`config.mk`:
```
export PLATFORM = sky130hd
export DESIGN_NAME = keypad_scanner
export DESIGN_NICKNAME = d
export VERILOG_FILES = /design/src/rtl/keypad_pkg.sv /design/src/rtl/key_debounce.sv /design/src/rtl/keypad_scanner.sv
export SDC_FILE = /design/constraint.sdc
export NUM_CORES = 1
export LEC_CHECK = 0
export ABC_AREA = 1
export BUFFER_PORTS_ARGS = -buffer_cell sky130_fd_sc_hd__buf_2
export CAP_MARGIN = 20
export CORE_MARGIN = 2
export CORE_UTILIZATION = 24
export DETAILED_ROUTE_END_ITERATION = 8
export GPL_TIMING_DRIVEN = 0
export PLACE_DENSITY = 0.48
export REMOVE_ABC_BUFFERS = 1
export SYNTH_ARGS = -nofsm -noshare
export SYNTH_HDL_FRONTEND = slang
export SYNTH_SLANG_ARGS = --single-unit
```
`constraint.sdc`:
```
create_clock -name clk -period 4.3 [get_ports clk]
set_input_delay 0.43 -clock clk [delete_from_list [all_inputs] [get_ports clk]]
set_output_delay 0.43 -clock clk [all_outputs]
set_load 0.02 [all_outputs]
```
`src/rtl/keypad_pkg.sv`:
```
// Shared definitions for the 4x4 keypad scanner: key codes, debounce FSM
// encoding, the output bundle and the position/key decode helpers.
package keypad_pkg;

  typedef enum logic [3:0] {
    KEY_0     = 4'd0,
    KEY_1     = 4'd1,
    KEY_2     = 4'd2,
    KEY_3     = 4'd3,
    KEY_4     = 4'd4,
    KEY_5     = 4'd5,
    KEY_6     = 4'd6,
    KEY_7     = 4'd7,
    KEY_8     = 4'd8,
    KEY_9     = 4'd9,
    KEY_START = 4'd10,
    KEY_STOP  = 4'd11,
    KEY_CLEAR = 4'd12,
    KEY_NONE  = 4'd15
  } key_e;

  localparam logic [1:0] ST_IDLE        = 2'd0;
  localparam logic [1:0] ST_DEB_PRESS   = 2'd1;
  localparam logic [1:0] ST_PRESSED     = 2'd2;
  localparam logic [1:0] ST_DEB_RELEASE = 2'd3;

  typedef struct packed {
    logic [9:0] kbd;
    logic       startn;
    logic       stopn;
    logic       clearn;
  } kp_out_t;

  localparam kp_out_t OUT_IDLE = '{kbd: '0, startn: 1'b1, stopn: 1'b1, clearn: 1'b1};

  // Matrix position (row*4 + col) to key; holes in the matrix read as no key.
  function automatic key_e pos_to_key(input logic [3:0] pos);
    case (pos)
      4'd0:    return KEY_1;
      4'd1:    return KEY_2;
      4'd2:    return KEY_3;
      4'd3:    return KEY_START;
      4'd4:    return KEY_4;
      4'd5:    return KEY_5;
      4'd6:    return KEY_6;
      4'd7:    return KEY_STOP;
      4'd8:    return KEY_7;
      4'd9:    return KEY_8;
      4'd10:   return KEY_9;
      4'd11:   return KEY_CLEAR;
      4'd13:   return KEY_0;
      default: return KEY_NONE;
    endcase
  endfunction

  function automatic kp_out_t key_to_out(input key_e key);
    kp_out_t o;
    o = OUT_IDLE;
    case (key)
      KEY_START: o.startn = 1'b0;
      KEY_STOP:  o.stopn  = 1'b0;
      KEY_CLEAR: o.clearn = 1'b0;
      default:   if (key <= KEY_9) o.kbd = 10'b1 << key;
    endcase
    return o;
  endfunction

endpackage

```
`src/rtl/key_debounce.sv`:
```
// Frame-level debounce FSM: turns one frame result per scan into a committed
// key (level while pressed) plus a one-cycle pulse when a press is committed.
module key_debounce
  import keypad_pkg::*;
#(
  parameter int DEBOUNCE_FRAMES = 3
) (
  input  logic       clk,
  input  logic       resetn,
  input  logic       frame_stb,
  input  logic [3:0] frame_key,
  output logic [3:0] key,
  output logic       key_valid,
  output logic       key_press
);

  localparam int              CNT_W     = $clog2(DEBOUNCE_FRAMES + 1);
  localparam logic [CNT_W-1:0] CNT_MAX  = CNT_W'(DEBOUNCE_FRAMES);
  localparam logic [CNT_W-1:0] CNT_ONE  = CNT_W'(1);
  localparam bit              ONE_FRAME = (DEBOUNCE_FRAMES <= 1);

  logic [1:0]       state_q, state_d;
  logic [CNT_W-1:0] cnt_q, cnt_d, cnt_inc;
  key_e             cand_q, cand_d, fk;
  logic             press_q, press_d;

  assign fk      = key_e'(frame_key);
  assign cnt_inc = (cnt_q == CNT_MAX) ? cnt_q : cnt_q + CNT_ONE;

  always_comb begin
    state_d = state_q;
    cnt_d   = cnt_q;
    cand_d  = cand_q;
    press_d = 1'b0;
    if (frame_stb) begin
      case (state_q)
        ST_IDLE: if (fk != KEY_NONE) begin
          cand_d = fk;
          if (ONE_FRAME) begin
            state_d = ST_PRESSED;
            cnt_d   = '0;
            press_d = 1'b1;
          end else begin
            state_d = ST_DEB_PRESS;
            cnt_d   = CNT_ONE;
          end
        end
        ST_DEB_PRESS: if (fk == cand_q) begin
          cnt_d = cnt_inc;
          if (cnt_inc == CNT_MAX) begin
            state_d = ST_PRESSED;
            cnt_d   = '0;
            press_d = 1'b1;
          end
        end else begin
          state_d = ST_IDLE;
          cnt_d   = '0;
        end
        // Any other result (none, multi, another key) starts release counting.
        ST_PRESSED: if (fk != cand_q) begin
          state_d = ONE_FRAME ? ST_IDLE : ST_DEB_RELEASE;
          cnt_d   = ONE_FRAME ? '0 : CNT_ONE;
        end
        default: if (fk == cand_q) begin
          state_d = ST_PRESSED;
          cnt_d   = '0;
        end else begin
          cnt_d = cnt_inc;
          if (cnt_inc == CNT_MAX) begin
            state_d = ST_IDLE;
            cnt_d   = '0;
          end
        end
      endcase
    end
  end

  always_ff @(posedge clk or negedge resetn) begin
    if (!resetn) begin
      state_q <= ST_IDLE;
      cnt_q   <= '0;
      cand_q  <= KEY_NONE;
      press_q <= 1'b0;
    end else begin
      state_q <= state_d;
      cnt_q   <= cnt_d;
      cand_q  <= cand_d;
      press_q <= press_d;
    end
  end

  assign key       = cand_q;
  assign key_valid = (state_q == ST_PRESSED) || (state_q == ST_DEB_RELEASE);
  assign key_press = press_q;

endmodule

```
`src/rtl/keypad_scanner.sv`:
```
// 4x4 keypad scanner: column synchronizer, row scan, per-frame evaluation and
// registered microwave-side outputs. Define KBD_ONESHOT_EN for one-cycle press pulses.
module keypad_scanner
  import keypad_pkg::*;
#(
  parameter int SCAN_DIV        = 1000,
  parameter int DEBOUNCE_FRAMES = 3
) (
  input  logic       clk,
  input  logic       resetn,
  input  logic [3:0] col_n,
  output logic [3:0] row_n,
  output logic [9:0] kbd,
  output logic       startn,
  output logic       stopn,
  output logic       clearn
);

`ifdef KBD_ONESHOT_EN
  localparam bit ONESHOT = 1'b1;
`else
  localparam bit ONESHOT = 1'b0;
`endif

  localparam int               DIV_W    = (SCAN_DIV > 1) ? $clog2(SCAN_DIV) : 1;
  localparam logic [DIV_W-1:0] DIV_LAST = DIV_W'(SCAN_DIV - 1);

  logic [3:0]       col_meta_q, col_sync_q;
  logic [DIV_W-1:0] div_q, div_d;
  logic [1:0]       row_q, row_d;
  logic [1:0]       acc_cnt_q, acc_cnt_d, row_cnt;
  logic [2:0]       sum_cnt;
  key_e             acc_key_q, acc_key_d, row_key, sum_key, pk;
  logic             frame_stb_q, frame_stb_d;
  key_e             frame_key_q, frame_key_d;
  kp_out_t          out_q, out_d;
  logic             slot_end;
  logic [3:0]       db_key;
  logic             db_valid, db_press;

  assign slot_end = (div_q == DIV_LAST);

  // NOTE: every variable gets a default at the top of always_comb, so no path leaves one unassigned (no latch).
  always_comb begin
    div_d       = slot_end ? '0 : div_q + DIV_W'(1);
    row_d       = slot_end ? row_q + 2'd1 : row_q;
    row_cnt     = '0;
    row_key     = KEY_NONE;
    pk          = KEY_NONE;
    for (int c = 0; c < 4; c++) begin
      pk = pos_to_key({row_q, 2'(c)});
      if (!col_sync_q[c] && pk != KEY_NONE) begin
        if (row_cnt != 2'd2) row_cnt = row_cnt + 2'd1;
        row_key = pk;
      end
    end
    sum_cnt     = {1'b0, acc_cnt_q} + {1'b0, row_cnt};
    if (sum_cnt > 3'd2) sum_cnt = 3'd2;
    sum_key     = (row_cnt != 2'd0) ? row_key : acc_key_q;
    acc_cnt_d   = acc_cnt_q;
    acc_key_d   = acc_key_q;
    frame_stb_d = 1'b0;
    frame_key_d = frame_key_q;
    if (slot_end) begin
      if (row_q == 2'd3) begin
        // Two or more keys in a frame are reported as no key.
        frame_stb_d = 1'b1;
        frame_key_d = (sum_cnt == 3'd1) ? sum_key : KEY_NONE;
        acc_cnt_d   = '0;
        acc_key_d   = KEY_NONE;
      end else begin
        acc_cnt_d   = sum_cnt[1:0];
        acc_key_d   = sum_key;
      end
    end
    out_d = (ONESHOT ? db_press : db_valid) ? key_to_out(key_e'(db_key)) : OUT_IDLE;
  end

  // NOTE: sequential state uses non-blocking assignments so all flops update from pre-edge values.
  always_ff @(posedge clk or negedge resetn) begin
    if (!resetn) begin
      col_meta_q  <= 4'hF;
      col_sync_q  <= 4'hF;
      div_q       <= '0;
      row_q       <= '0;
      acc_cnt_q   <= '0;
      acc_key_q   <= KEY_NONE;
      frame_stb_q <= 1'b0;
      frame_key_q <= KEY_NONE;
      out_q       <= OUT_IDLE;
    end else begin
      col_meta_q  <= col_n;
      col_sync_q  <= col_meta_q;
      div_q       <= div_d;
      row_q       <= row_d;
      acc_cnt_q   <= acc_cnt_d;
      acc_key_q   <= acc_key_d;
      frame_stb_q <= frame_stb_d;
      frame_key_q <= frame_key_d;
      out_q       <= out_d;
    end
  end

  key_debounce #(
    .DEBOUNCE_FRAMES(DEBOUNCE_FRAMES)
  ) u_debounce (
    .clk       (clk),
    .resetn    (resetn),
    .frame_stb (frame_stb_q),
    .frame_key (frame_key_q),
    .key       (db_key),
    .key_valid (db_valid),
    .key_press (db_press)
  );

  assign row_n  = ~(4'b0001 << row_q);
  assign kbd    = out_q.kbd;
  assign startn = out_q.startn;
  assign stopn  = out_q.stopn;
  assign clearn = out_q.clearn;

endmodule
```
==> results.txt, run 1 <==
Result of the run: finished clean
Clk sinks: 52
Total Routed Length: 4770 um
Antenna diode count: 0
Maximum fanout along the worst path: 7
Top cell type by total area after synthesis: dfrtp_1
Number of violations of the max-capacitance limit: 0
Worst vdd rail ir drop: 135 uV
Die area: 11600 sq um
Static leakage: 1.48 nW
Number of buffers created by CTS: 5
Number of failing setup endpoints in the final timing report: 0
Register bit count reported by yosys: 52
Pin count of the biggest net entering global routing: 36
Portion of the post-synthesis area used by sequential elements: 0.514
Detailed-route via count: 1922
Flop-to-flop setup slack: 850 ps
Start point of the critical path: row_q[0]
Worst hold path class: input pin to async pin
Final Worst Setup Slack: 848 ps
Final period utilization: 0.803
Placeable core area: 10400 sq um
Synthesis Warnings: 0
Cell area after layout: 2970 sq um
Critical R2R Capture: frame_key_q[1]
Clock network latency to the later pin of the worst-skew pair: 300 ps
Placement-stage cell area: 2890 sq um
Clock skew after layout: 9.78 ps
Global Route Usage Sum: 0.0916
Most common library cell in the layout ignoring fill and taps: nand2_1
Slew Limit Fails: 0
Sum of negative setup slack: 0 ps
Worst setup path end: frame_key_q[1]
Number of unique standard cell types used by synthesis: 25
FF-to-FF Start: row_q[0]
Clock tree buffer depth: 2
Highest-count cells in the layout ignoring fill and taps: nand2_1, inv_1, nor2_1
Number of DRC markers in iteration 0: 62
Mapped Cells: 307
Root Buffer: clkbuf_8
Minimum period implied by the final worst setup slack: 3450 ps
Rows: 37
Number of antenna violations at the first check in global routing: 0
Cell Area, Synth: 2590 sq um
Number of gates resized after CTS: 0
Count of placed standard cells including taps: 466
Global-route wire length before repair: 8550 um
Setup bufs post-CTS: 0
Routability congestion estimate: 0.775
Clock transition at the registers of the reported paths: 100 ps
Layout Cells excl Fill: 474
Count of unresolved DRC violations after routing: 0
Synth-to-Final Area Change: 15.0%
Avg WL per Cell: 10.1 um
Sort of element at the start of the critical path: flip-flop
Final HPWL from detailed placement: 3620 um
CTS H-tree lvls: 2
Unrepaired setup endpoints after global routing: false
Top cells by area in the synthesized netlist: dfrtp_1, dfstp_2, nand2_1
DR vias/cell: 4.05
Die width: 108 um
Starting density of the core: 0.248
Height of the die: 108 um
Utilization after layout: 0.286
Transition at the pin with the smallest max-transition slack: 439 ps
Share of the synthesized area in the top cell type: 0.281
Capturing element type of the critical path: flip-flop
Number of global-route vias before repair: 1867
Headroom to the max-slew limit: 0.707
Number of placed I/O pins: 23
Fraction of layout instances using a drive strength above 1: 0.186
Quantity of hold-fixing buffers added after cts: 0
Mean area per synthesized cell: 8.42 sq um
R2R depth: 22
WP data arrival: 3710 ps
Length of the first detailed-routing pass in iterations: 4
CTS tree: built
Number of port buffers: 22
Startpoint-to-endpoint class of the critical path: flip-flop to flip-flop
Post-layout net count: 357
Post-placement setup slack: 855 ps
Remaining antenna violation count after routing: 0
Grt total ovfl: 0
Fin. Hold Viols: 0
Fmax achieved: 0.290 GHz
Power density over the cells: 277 nW/um^2
Critical path required time: 4560 ps
-- critical path, stage by stage (launching register included) --
cell and delay [ps]:
dfrtp_1 430, inv_1 170, ha_1 230, nand3_1 130, nand2_1 200, inv_1 110
ha_1 290, nand2_1 60, and2_1 140, ha_1 180, or2_1 210, nand2_1 90
inv_1 50, ha_1 160, inv_1 60, fa_1 410, nand2_1 80, inv_1 50
nand2_1 110, nor2_4 60, nand3_1 90, nand2_1 50, inv_1 50
-- layer usage --
metal / wire length (um) / track usage
met1: 2370 / 0.121
met2: 2160 / 0.147
met3: 188 / 0.0224
met4: 46 / 0.0284
met5: 0 / 0
-- registers in the layout (all words and copies together), names as in the netlist, named ones only --
signal,count
acc_cnt_q,2
acc_key_q,4
clearn,1
col_meta_q,4
col_sync_q,4
div_q,10
frame_key_q,4
frame_stb_q,1
kbd,10
row_q,2
startn,1
stopn,1
u_debounce.cnt_q,2
u_debounce.key,4
u_debounce.state_q,1
-- stage by stage --
| stage | power [W] | hold WS, ps |
|---|---|---|
| 5_1_grt | 0.000868 | 69.8 |
| 6_report | 0.000824 | 51.0 |
| 3_3_place_gp | 0.000555 | 345 |
| 4_1_cts | 0.000841 | 57.0 |
| 3_5_place_dp | 0.000558 | 347 |
| 2_1_floorplan | 0.000536 | 134 |
-- area by class of cell --
cell class                 count  area, sq um
inverter                      53          199
sequential                    52         1330
clock buffer                   5         68.8
tap                          136          170
fill                        1130         7440
multi-input combinational    202         1060
timing repair buffer          23          130
clock inverter                 3         18.8
-- logic make-up (layout without fill, tap and decap cells) --
family	count (synthesis)	count (layout)	synth area share
compound gates	29	29	0.0600
xor+xnor	4	4	0.0135
fa+ha+maj	14	14	0.0706
buf+inv	53	84	0.0769
flops	52	52	0.514
simple gates	155	155	0.265
-- cells in the mapped netlist (all sizes together) --
| cell | n |
|---|---|
| nand4 | 6 |
| a21boi | 1 |
| a211oi | 1 |
| o22ai | 1 |
| o21ai | 12 |
| inv | 53 |
| dfrtp | 29 |
| nor2 | 37 |
| and2 | 3 |
| fa | 1 |
| nand3b | 1 |
| a31oi | 1 |
| nand2 | 74 |
| o21a | 1 |
| xor2 | 4 |
| ha | 13 |
| dfstp | 23 |
| nand3 | 26 |
| nor3 | 5 |
| or2 | 3 |
| a21oi | 12 |
-- worst min path at each step --
stage                    endpoint  cells past startpoint     startpoint
CTS                        kbd[1]                      1         resetn
finish                     kbd[5]                      1         resetn
global route               kbd[1]                      1         resetn
detailed placement  col_sync_q[1]                      0  col_meta_q[1]
global placement    col_sync_q[1]                      0  col_meta_q[1]
floorplan               async pin                      0         resetn
-- power by group --
| group | switching, W | internal [W] | leakage (nW) |
|---|---|---|---|
| Sequential | 0.00000130 | 0.000496 | 0.630 |
| Clock | 0.000163 | 0.000114 | 0.0479 |
| Combinational | 0.0000339 | 0.0000158 | 0.806 |
Power figures use the tool's default switching activity.
==> inputs of run 2 (changes only) <==
Settings changed: ABC_AREA 1 to 0, PLACE_DENSITY 0.48 to 0.49.
Clock period 4.3 ns to 3.1 ns, I/O delays scaled along.
==> run 2 against run 1 <==
The run now ends with setup timing left; sequential share of layout area down 5.0 points; non-clock buffer count up 10; global-route usage up 0.21 points; synthesized cell count down 16%; core utilization up 2.1 points; critical path depth down 7; largest power group unchanged; clock skew down 3.4 ps; design area up 13%.
==> results.txt, run 2 <==
Slowest Stage Delay on Critical Path: 560 ps (+130 ps)
Clk sinks: 52 (unchanged)
Number of global-route vias before repair: 1946 (+4.2%)
Highest-count cells in the layout ignoring fill and taps: nor2_1, dfrtp_1, dfstp_2
Avg WL per Cell: 13.2 um (+31%)
Register bit count reported by yosys: 52 (unchanged)
Grt total ovfl: 0 (unchanged)
Sum of negative setup slack: -225 ps (-225 ps)
Dominant register cell in the synthesized netlist: dfrtp_1
Total Routed Length: 5640 um (+18%)
Clock skew after layout: 6.38 ps (-3.40 ps)
DR vias/cell: 4.65 (+15%)
Count of flip-flops with a built-in enable after synthesis: 0 (unchanged)
Slew Limit Fails: 0 (unchanged)
Number of port buffers: 22 (unchanged)
Final Worst Setup Slack: -61.4 ps (-909 ps)
Top cell type by total area after synthesis: dfrtp_1
Capturing element type of the critical path: flip-flop
Post-layout net count: 306 (-14%)
Power density over the cells: 433 nW/um^2 (+56%)
Post-placement setup slack: -972 ps (-1830 ps)
Starting density of the core: 0.249 (about the same)
Ys async rst share: 1.00 (unchanged)
Transition at the pin with the smallest max-transition slack: 544 ps (+105 ps)
Height of the die: 110 um (+2.4%)
Portion of the post-synthesis area used by sequential elements: 0.489 (-0.0249)
Top cells by area in the synthesized netlist: dfrtp_1, dfstp_2, ha_1
Placeable core area: 10900 sq um (+5.0%)
Number of buffers and inverters on the critical path: 4 (-2)
Antenna diode count: 0 (unchanged)
Final period utilization: 1.02 (+0.217)
Mean area per synthesized cell: 10.5 sq um (+25%)
Remaining antenna violation count after routing: 0 (unchanged)
Number of DRC markers in iteration 0: 103 (+66%)
CP top delay family: adder cells
Worst path cell trace: buf_6 -> ha_4 -> a31o_4 -> inv_2 -> ha_4 -> mux2i_1 -> ha_2 -> o221ai_4 -> inv_1 -> ha_2 -> inv_2 -> fa_2 -> nand3_4 -> nor4_4 -> a31oi_1
CTS H-tree lvls: 2 (unchanged)
Clock tree buffer depth: 2 (unchanged)
Sort of element at the start of the critical path: flip-flop
Clock network latency to the later pin of the worst-skew pair: 290 ps (about the same)
Worst vdd rail ir drop: 245 uV (+82%)
Result of the run: finished with violations
Most common library cell in the layout ignoring fill and taps: nor2_1
Number of buffers created by CTS: 5 (unchanged)
Number of antenna violations at the first check in global routing: 0 (unchanged)
Global-route wire length before repair: 9560 um (+12%)
Detailed-route via count: 1986 (+3.3%)
Dominant cell by count in the synthesized netlist: nor2_1
Root Buffer: clkbuf_16
Startpoint-to-endpoint class of the critical path: flip-flop to flip-flop
Die width: 110 um (+2.4%)
Count of unresolved DRC violations after routing: 0 (unchanged)
Violations in the final reports: setup timing
CTS tree: built
Static leakage: 1.42 nW (-4.4%)
Number of unique standard cell types used by synthesis: 56 (+120%)
Die area: 12200 sq um (+4.9%)
Share of the synthesized area in the top cell type: 0.267 (-0.0136)
Synth-to-Final Area Change: 23.3%
Length of the first detailed-routing pass in iterations: 5 (+1)
Worst hold path class: input pin to flip-flop
Fraction of layout instances using a drive strength above 1: 0.338 (+0.152)
Fmax achieved: 0.316 GHz (+9.2%)
Global Route Usage Sum: 0.0938 (+0.00214)
Routability congestion estimate: 0.787 (+1.5%)
Mapped Cells: 258 (-16%)
Cell Area, Synth: 2720 sq um (+5.1%)
Number of failing setup endpoints in the final timing report: 5 (+5)
Number of placed I/O pins: 23 (unchanged)
WP data arrival: 3370 ps (-340 ps)
Headroom to the max-slew limit: 0.637 (-0.0700)
Synthesis Warnings: 0 (unchanged)
Pin count of the biggest net entering global routing: 40 (+11%)
Filler cell count: 1111 (-1.7%)
Number of violations of the max-capacitance limit: 0 (unchanged)
Critical path required time: 3310 ps (-1250 ps)
Final HPWL from detailed placement: 3770 um (+3.9%)
Cell with the largest stage delay on the worst path: fa_2
Minimum period implied by the final worst setup slack: 3160 ps (-291 ps)
Clock transition at the registers of the reported paths: 70 ps (-30 ps)
Fin. Hold Viols: 0 (unchanged)
Maximum fanout along the worst path: 6 (-1)
Unrepaired setup endpoints after global routing: true
Synth cell count leaders: nor2_1, dfrtp_1, dfstp_2
Rows: 38 (+2.7%)
-- run 2: worst paths after layout --
check / cells after the start / start / slack [ps] / endpoint
worst max-delay path: 15 / row_q[0] / -60 / frame_key_q[1]
worst min-delay path: 1 / col_n[0] / 110 / col_meta_q[0]
worst max register to register: 15 / row_q[0] / -60 / frame_key_q[1]
worst min register to register: 0 / col_meta_q[0] / 360 / col_sync_q[0]
max in group asynchronous: 3 / resetn / 2070 / frame_key_q[2]
min in group asynchronous: 2 / resetn / 450 / kbd[3]
-- run 2: cell type report --
| cell class | count | area [sq um] | share of cell area |
|---|---|---|---|
| Clock buffer | 6 | 129 | 0.0384 |
| Clock inverter | 2 | 38.8 | 0.0116 |
| Inverter | 18 | 72.6 | 0.0216 |
| Multi-Input combinational cell | 176 | 1390 | 0.415 |
| Sequential cell | 52 | 1330 | 0.398 |
| Tap cell | 140 | 175 | 0.0523 |
| Timing Repair Buffer | 33 | 211 | 0.0631 |
-- run 2: per-layer routing --
layer / wire, um / vias up / GRT usage / share of wire
met5: 0 / - / 0 / 0
met4: 38 / 0 / 0.0217 / 0.0067
met3: 301 / 4 / 0.0247 / 0.053
met2: 2690 / 52 / 0.151 / 0.48
met1: 2620 / 953 / 0.126 / 0.46
li1: - / 977 / - / -
-- run 2: timing repair --
item | 4_1_cts | 5_1_grt
buffers inserted | 5 | 4
setup endpoints to repair | 8 | 6
resized for setup | 25 | 7
hold buffers | 1 | 0
hold endpoints to repair | 10 | 0
pin swaps | 10 | 6
-- run 2: power by group --
group	total (W)	internal, W	switching (W)
sequential	0.000696	0.000689	0.00000682
clock	0.000639	0.000385	0.000254
combinational	0.000117	0.0000492	0.0000683
-- run 2: metrics by stage --
step | util | hold WS (ps) | cells | power [W] | instance area (sq um)
floorplan | - | 14.4 | 246 | 0.000757 | 2650
global placement | 0.268 | 347 | 408 | 0.000790 | 2940
detailed placement | 0.270 | 231 | 409 | 0.000794 | 2960
CTS | 0.301 | 108 | 423 | 0.00146 | 3290
global route | 0.307 | 104 | 427 | 0.00151 | 3350
finish | 0.307 | 111 | 427 | 0.00145 | 3350
-- run 2: cells by family (layout without fill, tap and decap cells) --
family                   after synthesis  after routing  synth area share
multiplexers                           8              8            0.0322
AND/OR/NAND/NOR                       93             93             0.185
AO/OA/AOI/OAI                         50             50             0.141
flip-flops                            52             52             0.489
adder cells (fa/ha/maj)               14             14            0.0672
XOR/XNOR                              11             11            0.0355
buffers and inverters                 30             59            0.0497
